**config.mk**
```make
export PLATFORM = sky130hd
export DESIGN_NAME = apb_master
export DESIGN_NICKNAME = d
export VERILOG_FILES = /design/src/rtl/apb_pkg.sv /design/src/rtl/apb_wait_timer.sv /design/src/rtl/apb_master.sv
export SDC_FILE = /design/constraint.sdc
export NUM_CORES = 1
export LEC_CHECK = 0
export ABC_AREA = 1
export BUFFER_PORTS_ARGS = -buffer_cell sky130_fd_sc_hd__buf_2
export CAP_MARGIN = 20
export CORE_MARGIN = 2
export CORE_UTILIZATION = 51
export CTS_CLUSTER_SIZE = 28
export DETAILED_ROUTE_END_ITERATION = 12
export GPL_ROUTABILITY_DRIVEN = 0
export PLACE_DENSITY = 0.86
export SYNTH_ARGS = -nofsm -noshare
export SYNTH_HDL_FRONTEND = slang
export SYNTH_HIERARCHICAL = 1
export SYNTH_SLANG_ARGS = --single-unit
```
**constraint.sdc**
```tcl
create_clock -name PCLK -period 1.71 [get_ports PCLK]
set_input_delay 0.342 -clock PCLK [delete_from_list [all_inputs] [get_ports PCLK]]
set_output_delay 0.342 -clock PCLK [all_outputs]
set_load 0.1 [all_outputs]
```
**src/rtl/apb_pkg.sv**
```systemverilog
// rtl/apb_pkg.sv - shared types and defaults for the APB requester
package apb_pkg;

    localparam int APB_AWIDTH = 4;
    localparam int APB_DWIDTH = 8;
    localparam int APB_TO_CYC = 16;

    typedef enum logic [1:0] {
        ST_IDLE   = 2'd0,
        ST_SETUP  = 2'd1,
        ST_ACCESS = 2'd2,
        ST_RESP   = 2'd3
    } apb_state_t;

endpackage

```
**src/rtl/apb_wait_timer.sv**
```systemverilog
// rtl/apb_wait_timer.sv - 8-bit saturating PREADY wait counter with expire flag
module apb_wait_timer #(
    parameter int TO_CYC = 16
) (
    input  logic clk,
    input  logic rst_n,
    input  logic clear,
    input  logic enable,
    output logic expire
);

    logic [7:0] cnt;

    always_ff @(posedge clk or negedge rst_n) begin
        if (!rst_n) begin
            cnt <= 8'd0;
        end else if (clear) begin
            cnt <= 8'd0;
        end else if (enable && cnt != 8'hFF) begin
            cnt <= cnt + 8'd1;
        end
    end

    // Expires on the ACCESS cycle that would be the TO_CYC-th wait cycle.
    assign expire = (cnt == 8'(TO_CYC - 1));

endmodule

```
**src/rtl/apb_master.sv**
```systemverilog
// rtl/apb_master.sv - command/response stream to APB3 transfer requester
module apb_master
    import apb_pkg::*;
#(
    parameter int AWIDTH = APB_AWIDTH,
    parameter int DWIDTH = APB_DWIDTH,
    parameter int TO_CYC = APB_TO_CYC
) (
    input  logic              PCLK,
    input  logic              PRESETn,
    input  logic              cmd_valid,
    output logic              cmd_ready,
    input  logic              cmd_write,
    input  logic [AWIDTH-1:0] cmd_addr,
    input  logic [DWIDTH-1:0] cmd_wdata,
    output logic              rsp_valid,
    input  logic              rsp_ready,
    output logic [DWIDTH-1:0] rsp_rdata,
    output logic              rsp_err,
    output logic              PSEL,
    output logic              PENABLE,
    output logic              PWRITE,
    output logic [AWIDTH-1:0] PADDR,
    output logic [DWIDTH-1:0] PWDATA,
    input  logic [DWIDTH-1:0] PRDATA,
    input  logic              PREADY,
    input  logic              PSLVERR
);

    apb_state_t state;
    logic       to_expire;
    logic       accept;

    assign accept = (state == ST_IDLE) && cmd_valid;

    apb_wait_timer #(.TO_CYC(TO_CYC)) u_timer (
        .clk    (PCLK),
        .rst_n  (PRESETn),
        .clear  (accept),
        .enable ((state == ST_ACCESS) && !PREADY),
        .expire (to_expire)
    );

    // PADDR/PWRITE/PWDATA double as the command latch and hold while idle.
    always_ff @(posedge PCLK or negedge PRESETn) begin
        if (!PRESETn) begin
            state     <= ST_IDLE;
            cmd_ready <= 1'b1;
            PSEL      <= 1'b0;
            PENABLE   <= 1'b0;
            PWRITE    <= 1'b0;
            PADDR     <= '0;
            PWDATA    <= '0;
            rsp_valid <= 1'b0;
            rsp_err   <= 1'b0;
            rsp_rdata <= '0;
        end else begin
            case (state)
                ST_IDLE: begin
                    if (cmd_valid) begin
                        PWRITE    <= cmd_write;
                        PADDR     <= cmd_addr;
                        PWDATA    <= cmd_wdata;
                        PSEL      <= 1'b1;
                        cmd_ready <= 1'b0;
                        state     <= ST_SETUP;
                    end
                end
                ST_SETUP: begin
                    PENABLE <= 1'b1;
                    state   <= ST_ACCESS;
                end
                ST_ACCESS: begin
                    // A late PREADY on the expiring cycle still wins over the timeout.
                    if (PREADY) begin
                        rsp_rdata <= PWRITE ? '0 : PRDATA;
                        rsp_err   <= PSLVERR;
                        rsp_valid <= 1'b1;
                        PSEL      <= 1'b0;
                        PENABLE   <= 1'b0;
                        state     <= ST_RESP;
                    end else if (to_expire) begin
                        rsp_rdata <= '0;
                        rsp_err   <= 1'b1;
                        rsp_valid <= 1'b1;
                        PSEL      <= 1'b0;
                        PENABLE   <= 1'b0;
                        state     <= ST_RESP;
                    end
                end
                ST_RESP: begin
                    if (rsp_ready) begin
                        rsp_valid <= 1'b0;
                        cmd_ready <= 1'b1;
                        state     <= ST_IDLE;
                    end
                end
                default: state <= ST_IDLE;
            endcase
        end
    end

endmodule
```
==> reports/results.ini <==
[status]
run_status = completed

[finish]
utilization = 0.659
nNetsFinal = 316
fin_cells = 330
drive_gt1_frac = 0.306
synthToLayoutAreaGrowth_pct = 23.4
antenna_cells = 0

[clocking]
cts_tree = yes
clkTransAtPathRegs_ns = 0.10
h-tree-depth = 2
cts_max_path_buffers = 2
cts_buffers = 5
insertion_delay_ns = 0.33
cts_hold_buf = 0
cts_sinks = 36
cts_root_buf = clkbuf_4

[timing]
fmaxAchievable_mhz = 613
fin_setup_tns_ns = 0
maxSlewViolCount = 0
finalClockSkew_ns = 0.00890
finalHoldViolCount = 0
worstMarginPinSlew_ns = 0.490
min_period_ns = 1.63
relSlewSlack = 0.676
setup_viol_count_final = 0
layout_setup_ws_ns = 0.0787
finalCritPeriodShare = 0.954

[min_path]
holdCritPathClass = input port to async pin

[synth]
synthesis.area_mm2 = 0.00178
synthCells = 220
ys_ff_latch = 36
synth_top_flop_cell = dfrtp_1
postSynthAreaPerCell_um2 = 8.10
synthAdderAreaFrac = 0.0421
ys_warn_count = 6
yosys.area_share.simple = 0.358
synth_top_family_by_area = simple AND/OR/NAND/NOR gates
synth_cell_types = 24
synth_xor_area_frac = 0
synth_nets = 253
ys_seq_area_frac = 0.506
synth.mux.area_fraction = 0
synth_compound_area_frac = 0.0253
synth_edf_count = 0
postSynth.asyncResetShare = 1.00

[detailed_routing]
wire_per_inst_um = 11.2
drc_errors = 0
wirelength_um = 3710
vias = 1636
drt-vias-per-instance = 4.96
first_pass_iters = 4
drt-initial-drc-count = 104
postRouteAntennaNets = 0

[setup_path]
critPathMaxFanout = 2
max_stage_delay_ns = 0.54
slowest_stage = dfstp_2
critical_path.cell_chain = buf_2
cp_num_buf_inv = 1
arrival_ns = 1.29
crit_family = flip-flops
cp-start-kind = flip-flop
worstPathRequired_ns = 1.37
critical_path_class = flip-flop to output port
end_kind = output port

[global_route]
top_usage_layer = met2
grt_pass1_wl_um = 6670
grt.met1_usage = 0.269
use_met3 = 0.0482
globalRoute.totalOverflow = 0
grtUsageMet2 = 0.348
first_global_vias = 1560
grt_max_degree = 37
antenna_found_initial = 0
grt_usage = 0.212

[die]
die_height_um = 63.1
die_area_mm2 = 0.00398
ioPinCount = 53
coreArea_mm2 = 0.00334
initial_core_util = 0.534
dieWidth_um = 63.1
row_count = 21

[placed_design]
pre_cts_ws_ns = 0.0709
dp.cells = 321
io_buffers = 52
hpwl_um = 2710

[run]
cap_violations = 0

[stage by stage]
step                cell area (um^2)  hold slack [ns]
floorplan                       1780           0.0464
global placement                2110            0.405
detailed placement              2110            0.407
CTS                             2170           0.0350
global route                    2200           0.0525
finish                          2200           0.0267
[worst paths after layout]
kind | start | to | slack, ns | depth (start not counted)
max in group asynchronous | PRESETn | cmd_ready$_DFFE_PN1P_ | 1.35 | 2
worst max-delay path | cmd_ready$_DFFE_PN1P_ | cmd_ready | 0.08 | 1
worst min register to register | cmd_ready$_DFFE_PN1P_ | cmd_ready$_DFFE_PN1P_ | 0.47 | 2
worst min-delay path | PRESETn | u_timer/cnt[2]$_DFFE_PN0P_ | 0.03 | 2
worst max register to register | state[0]$_DFFE_PN0P_ | u_timer/cnt[7]$_DFFE_PN0P_ | 0.14 | 9
min in group PCLK | cmd_addr[1] | PADDR[1]$_DFFE_PN0P_ | 0.20 | 3
[synthesized netlist by cell type (2+ instances only)]
cell type  count  area share
inv_1         17       0.036
o21ai_1        2      0.0056
nand2_1       96        0.20
inv_2          3      0.0063
nor2_4         3       0.019
nand4_1        2      0.0070
a21oi_1        6       0.017
nand3_1       22       0.062
nor2_1         7       0.015
ha_1           6       0.042
nand2_2        2      0.0070
nand2_4        3       0.019
dfrtp_1       35        0.49
nor3_1         4       0.011
nor2_2         3       0.011
[layout by cell type, fill, tap and decap left out, drive strengths merged]
| cell | instances |
|---|---|
| a21oi | 6 |
| buf | 59 |
| clkbuf | 8 |
| clkinv | 2 |
| dfrtp | 35 |
| dfstp | 1 |
| ha | 6 |
| inv | 21 |
| nand2 | 101 |
| nand3 | 23 |
| nand4 | 2 |
| nor2 | 13 |
| nor3 | 4 |
| o21ai | 3 |
[state kept, by name, indices dropped and copies added (netlist names)]
name,flops
u_timer/cnt,8
rsp_err,1
PWDATA,8
PENABLE,1
PADDR,4
state,2
PSEL,1
rsp_rdata,8
rsp_valid,1
cmd_ready,1
PWRITE,1
[cells by family (layout without fill, tap and decap cells)]
| logic type | count (synthesis) | after routing |
|---|---|---|
| buffers and inverters | 26 | 90 |
| AO/OA/AOI/OAI | 9 | 9 |
| flip-flops | 36 | 36 |
| adder cells (fa/ha/maj) | 6 | 6 |
| AND/OR/NAND/NOR | 143 | 143 |
[what timing repair did]
action | in CTS | in global routing
gates resized for setup | 0 | 6
hold endpoints to repair | 0 | 0
setup endpoints to repair | 0 | 16
setup buffers | 0 | 1
[routing by layer]
metal	wire length (um)	up-vias	share of wire
li1	-	809	-
met1	1600	762	0.43
met2	1820	56	0.49
met3	189	9	0.051
met4	93	0	0.025
met5	0	-	0
[cell type report]
type / count / area [um^2]
repair buffers: 59 / 317
inverters: 23 / 92.6
flip-flops and latches: 36 / 902
well taps: 46 / 57.6
fillers: 289 / 1140
clock buffers: 8 / 58.8
multi-input cells: 158 / 771
Power is left out: the tool's default activity adds up to more than one toggle a clock period on the data nets, which glitch-free logic cannot reach.
